==> src/rtl/alu.sv <==
// 32-bit ALU with a single registered result stage: Res and Zero are both
// captured on the same rising edge, so the flag always describes the current Res.
module alu (
  input  logic        clk,
  input  logic        reset,
  input  logic [31:0] In1,
  input  logic [31:0] In2,
  input  logic [3:0]  ALUCtr,
  output logic [31:0] Res,
  output logic        Zero
);

  localparam logic [3:0] OP_AND  = 4'h0;
  localparam logic [3:0] OP_OR   = 4'h1;
  localparam logic [3:0] OP_ADD  = 4'h2;
  localparam logic [3:0] OP_XOR  = 4'h3;
  localparam logic [3:0] OP_SUB  = 4'h6;
  localparam logic [3:0] OP_SLT  = 4'h7;
  localparam logic [3:0] OP_SLTU = 4'h8;
  localparam logic [3:0] OP_SLL  = 4'h9;
  localparam logic [3:0] OP_SRL  = 4'hA;
  localparam logic [3:0] OP_SRA  = 4'hB;
  localparam logic [3:0] OP_NOR  = 4'hC;

  logic [31:0] and_bits;
  logic [31:0] or_bits;
  logic [31:0] xor_bits;
  logic [31:0] nor_bits;
  logic [31:0] res_next;
  logic [31:0] res_reg;
  logic        zero_reg;
  logic [4:0]  shamt;

  genvar gi;
  generate
    for (gi = 0; gi < 32; gi = gi + 1) begin : g_bitwise
      assign and_bits[gi] = In1[gi] & In2[gi];
      assign or_bits[gi]  = In1[gi] | In2[gi];
      assign xor_bits[gi] = In1[gi] ^ In2[gi];
      assign nor_bits[gi] = ~(In1[gi] | In2[gi]);
    end
  endgenerate

  // Only the low five bits of In1 select the shift distance.
  assign shamt = In1[4:0];

  always_comb begin
    res_next = 32'h0;
    case (ALUCtr)
      OP_AND:  res_next = and_bits;
      OP_OR:   res_next = or_bits;
      OP_ADD:  res_next = In1 + In2;
      OP_XOR:  res_next = xor_bits;
      OP_SUB:  res_next = In1 - In2;
      // Direct signed compare rather than the subtract sign bit, so overflow cannot corrupt it.
      OP_SLT:  res_next = {31'h0, ($signed(In1) < $signed(In2))};
      OP_SLTU: res_next = {31'h0, (In1 < In2)};
      OP_SLL:  res_next = In2 << shamt;
      OP_SRL:  res_next = In2 >> shamt;
      OP_SRA:  res_next = $unsigned($signed(In2) >>> shamt);
      OP_NOR:  res_next = nor_bits;
      default: res_next = 32'h0;
    endcase
  end

  always_ff @(posedge clk) begin
    if (reset) begin
      res_reg  <= 32'h0;
      zero_reg <= 1'b1;
    end else begin
      res_reg  <= res_next;
      zero_reg <= (res_next == 32'h0);
    end
  end

  assign Res  = res_reg;
  assign Zero = zero_reg;

endmodule

==> config.mk <==
export PLATFORM = sky130hd
export DESIGN_NAME = alu
export DESIGN_NICKNAME = d
export VERILOG_FILES = /design/src/rtl/alu.sv
export SDC_FILE = /design/constraint.sdc
export NUM_CORES = 1
export LEC_CHECK = 0
export BUFFER_PORTS_ARGS = -buffer_cell sky130_fd_sc_hd__clkbuf_2
export CORE_ASPECT_RATIO = 1.4
export CORE_UTILIZATION = 40
export CTS_CLUSTER_DIAMETER = 30
export DETAILED_ROUTE_END_ITERATION = 10
export PLACE_DENSITY = 0.57
export RECOVER_POWER = 100
export SLEW_MARGIN = 20
export SYNTH_ARGS = -nofsm -noshare
export SYNTH_HDL_FRONTEND = slang
export SYNTH_SLANG_ARGS = --single-unit
==> constraint.sdc <==
create_clock -name clk -period 9.7 [get_ports clk]
set_clock_uncertainty 0.2 [all_clocks]
set_input_delay 1.94 -clock clk [delete_from_list [all_inputs] [get_ports clk]]
set_output_delay 1.94 -clock clk [all_outputs]
set_load 0.01 [all_outputs]
After elaboration in Yosys (flattened, before gate mapping)
Index checks and enable logic that the tools add are counted.
{"block": "totals", "register_bits": 33, "latchBits": 0, "out_inout_bits": 33, "mem_bits_ro": 0, "ram_bits": 0, "memories": 0}
{"block": "classes", "shift": 3, "reduce_logical": 2, "div_mod_pow": 0, "n_mul": 0, "n_eq_ne": 10, "addsub": 2, "mux": 1, "n_bitwise": 128, "n_lt_le_gt_ge": 2}
{"cell": "$pmux 32 s11", "count": 1}
{"cell": "$lt 32x32->1", "count": 2}
{"cell": "$add 32x32->32", "count": 1}
{"cell": "$and 1x1->1", "count": 32}
{"cell": "$logic_not 32->1", "count": 1}
{"cell": "$not 1->1", "count": 32}
{"cell": "$or 1x1->1", "count": 32}
{"cell": "$shl 32x5->32", "count": 1}
{"cell": "$shr 32x5->32", "count": 1}
{"cell": "$sshr 32x5->32", "count": 1}
{"cell": "$sub 32x32->32", "count": 1}
{"cell": "$xor 1x1->1", "count": 32}
{"cell": "$eq 4x4->1 const B", "count": 5}
{"cell": "$eq 4x2->1 const B", "count": 2}
{"cell": "$eq 4x3->1 const B", "count": 2}
{"cell": "$eq 4x1->1 const B", "count": 1}
{"cell": "$logic_not 4->1", "count": 1}

Longest topological paths before layout
{"block": "logic_depth", "depth_word": 4, "depth_mapped": 16}

Least setup slack after synthesis
No wires, ideal clock.
{"block": "synth_timing", "path_kind": "input to register", "from": "in In1[2]", "to": "reg zero_reg, in the netlist Zero", "t_required_ps": 9404, "t_arrival_ps": 5544, "path_slack_ps": 3860, "path_stages": 16, "cell_sequence": "buf_2 inv_2 buf_1 buf_2 ha_1 o21ba_1 a2111o_1 a31oi_2 a21oi_2 o41ai_4 a2111oi_0 a2111oi_0 a21oi_1 nor2_1 nand3_1 o41ai_2"}
{"block": "synth_via", "elab_chain_cells": 4, "elab_cells_between_ends": 13, "cone_classes": "add/sub: 2; order compare: 2; shift: 3; mux: 1; bitwise: 4; reduce/logical: 1"}
{"item": "start, declared", "line": "6", "text": "input logic [31:0] In1,"}
{"item": "parallel branches: the longest is 2 deep, another holds $sub 32x32->32"}
{"item": "$pmux 32 s11 *", "line": "49", "text": "case (ALUCtr)"}
{"item": "$logic_not 32->1 *", "line": "72", "text": "zero_reg <= (res_next == 32'h0);"}
{"item": "end signal, assigned", "line": "72"}
{"item": "end, declared", "line": "31", "text": "logic zero_reg;"}
Mark *: on every way between the ends.
A chain may end at the register's enable or synchronous reset.

Final worst setup path
{"block": "layout_timing", "from": "in In1[0]", "to": "reg zero_reg, in the netlist Zero"}
The elaborated chain is that of the path after synthesis.

==> flow_metrics.tcl <==
set metrics [dict create \
    wire_per_inst_um 28.7 \
    grt_setup_unrepaired "no" \
    core.rowCount 69 \
    synth_edf_count 0 \
    yosysUniqueCellTypes 99 \
    areaGrowthSynthToFinish_pct 6.25 \
    drt-pass1-iter-count 6 \
    grt_pass1_vias 11800 \
    grt_first_pass_wirelength_um 73900 \
    outcome "finished with violations" \
    synthesis.nets 1589 \
    path_class "in -> reg" \
    coreArea_um2 25400 \
    gp_congestion 1.01 \
    path_cells "buf_4 > clkbuf_1 > mux4_2 > mux2_2 > nand2_1 > nor4b_1 > o21ai_0 > a21oi_1 > o211ai_1 > o21ai_0 > and4b_1 > nand4b_1 > o41ai_2" \
    htreeDepth 2 \
    syn-cell-area_um2 10300 \
    required_ns 9.68 \
    p_seq_share_pct 16.4 \
    synth_top_cells_by_count "nor2_1 (138), a21oi_1 (113), nand2_1 (113)" \
    p_int_uw 455 \
    max_cap_viol_count 1 \
    final-hold-violation-count 0 \
    crit_buf_inv 2 \
    synthArstFlopShare_pct 0 \
    drive_gt1_share_pct 12.2 \
    cp-end-kind "register" \
    grt_overflow 0 \
    clk_pin_slew_ns 0.05 \
    vias 12500 \
    antenna_found_initial 3 \
    clock_sinks 33 \
    fin_util_pct 43.2 \
    p_sw_share_pct 51.0 \
    ys_seq_area_share_pct 6.40 \
    synth.area.top_cells "ha_1 (12%), mux4_2 (6.8%), dfxtp_1 (6.4%)" \
    cp_slowest_cell "clkbuf_1" \
    yosys.cell_count.top_type "nor2_1" \
    ant_nets 0 \
    start_util_pct 40.7 \
    power.density_nw_per_um2 84.6 \
    yosys_register_bits 33 \
    comb_power_share_pct 67.9 \
    drv_slew 40 \
    cts_tree "done" \
    total_power_uw 928 \
    die_x_um 138 \
    setup_viol 0 \
    hold_slack_ns 2.04 \
    synthCells 1421 \
    ios 103 \
    fin_crit_ns 7.68 \
    switchingPower_uw 473 \
    numCtsBuffers 5 \
    p_leak_nw 4.48 \
    clock.fmax_mhz 130 \
    grt_max_degree 54 \
    syn_avg_cell_area_um2 7.27 \
    slew_headroom_pct -55.2 \
    startpoint_type "primary input" \
    vias_per_cell 7.10 \
    cts_resized 0 \
    clock-root-buffer "clkbuf_16" \
    clkPwrFrac_pct 15.7 \
    worstHoldPathType "in -> reg" \
    wl_um 50500 \
    setup_tns_ns 0 \
    synth_top_area_share_pct 11.6 \
    dp_hpwl_um 39700 \
    yosys.area.top_type "ha_1" \
    final_cells 1760 \
    cpMostUsedCell "o21ai_0" \
    yosys_most_used_dff "dfxtp_1" \
    dieArea_um2 26500 \
    initialDrtViolationCount 1388 \
    design.final.nets 1607 \
    die_height_um 192 \
    ctsHoldBuffers 0 \
    placedCellCount 1751 \
    io_buffers 102 \
    grt_util_all_layers_pct 37.9 \
    cp.arrival_ns 7.66 \
    path_delay_family "buffers and inverters" \
    drc 0 \
    tightest_slew_ns 2.33 \
    ys_warn_count 0 \
    worstPathMaxFanout 41 \
    violations "max-capacitance violations, max-slew violations" \
    clock_path_buffers 2 \
    finalCritPeriodShare_pct 79.1 \
    postCtsSetupRepairBufs 0 \
    max_stage_delay_ns 1.71 \
    ir_worst_vdd_mv 0.143 \
]
-- layout make-up --
cell class,instances,area [µm²]
Fill cell,2794,14400
Multi-Input combinational cell,1180,8800
Sequential cell,33,661
Timing Repair Buffer,120,603
Tap cell,319,399
Inverter,99,372
Clock buffer,8,136
Antenna cell,1,2.50
-- state kept, by name, summed over array words and instances, names as in the netlist --
signal	cells
Res	32
Zero	1
-- power by group through the flow --
stage	clock (mW)	sequential [mW]	combinational (mW)
final	0.146	0.152	0.630
after global routing	0.152	0.154	0.667
after CTS	0.150	0.152	0.614
after detailed placement	0	0.155	0.612
after global placement	0	0.154	0.613
after floorplan	0	0.162	0.397
-- placed cells by master, fill, tap and decap left out, types with 7 or more instances in the layout --
master	instances
nor2_1	137
a21oi_1	113
nand2_1	113
inv_1	96
ha_1	96
clkbuf_2	68
o21ai_0	62
mux2i_1	46
clkbuf_1	37
nand3_1	35
dfxtp_1	33
a221oi_1	32
nor3_1	32
mux4_2	31
a22oi_1	25
o211ai_1	24
o31ai_1	22
a211oi_1	21
and2_1	20
a31oi_1	19
o221ai_1	18
buf_4	18
o22ai_1	17
a21o_1	15
mux2_2	15
a221o_1	15
nand4_1	15
nor4_1	15
nor2b_1	14
xnor2_1	13
and3_1	12
a22o_1	12
mux2_1	11
o2111ai_1	11
nand2b_1	9
o21bai_1	8
a2111oi_0	7
-- per-stage QoR --
| step | instance area (µm²) | setup slack [ns] |
|---|---|---|
| floorplan | 10300 | 3.86 |
| finish | 11000 | 2.02 |
| global route | 11000 | 1.68 |
| detailed placement | 10900 | 2.75 |
| global placement | 10900 | 2.82 |
| CTS | 11000 | 3.01 |
-- cells by family (layout without fill, tap and decap cells) --
kind of cell	count (synthesis)	in the layout	synth area share, %
buffers and inverters	208	227	8.60
flip-flops	33	33	6.40
AO/OA/AOI/OAI	507	507	35.4
XOR/XNOR	13	13	1.10
AND/OR/NAND/NOR	454	454	21.6
multiplexers	108	108	14.8
adder cells (fa/ha/maj)	98	98	12.0
other	0	1	0
-- final timing paths --
| check | cells past startpoint | to | startpoint | slack (ns) |
|---|---|---|---|---|
| worst max-delay path | 13 | Zero | In1[0] | 2.02 |
| worst min-delay path | 2 | Res[7] | reset | 2.04 |
-- routing by layer --
metal	GRT usage, %	part of all wire (%)
met5	0	0.051
met3	2.72	7.1
met1	47.1	39
met2	63.4	47
met4	22.4	6.5
Power figures use the tool's default switching activity.
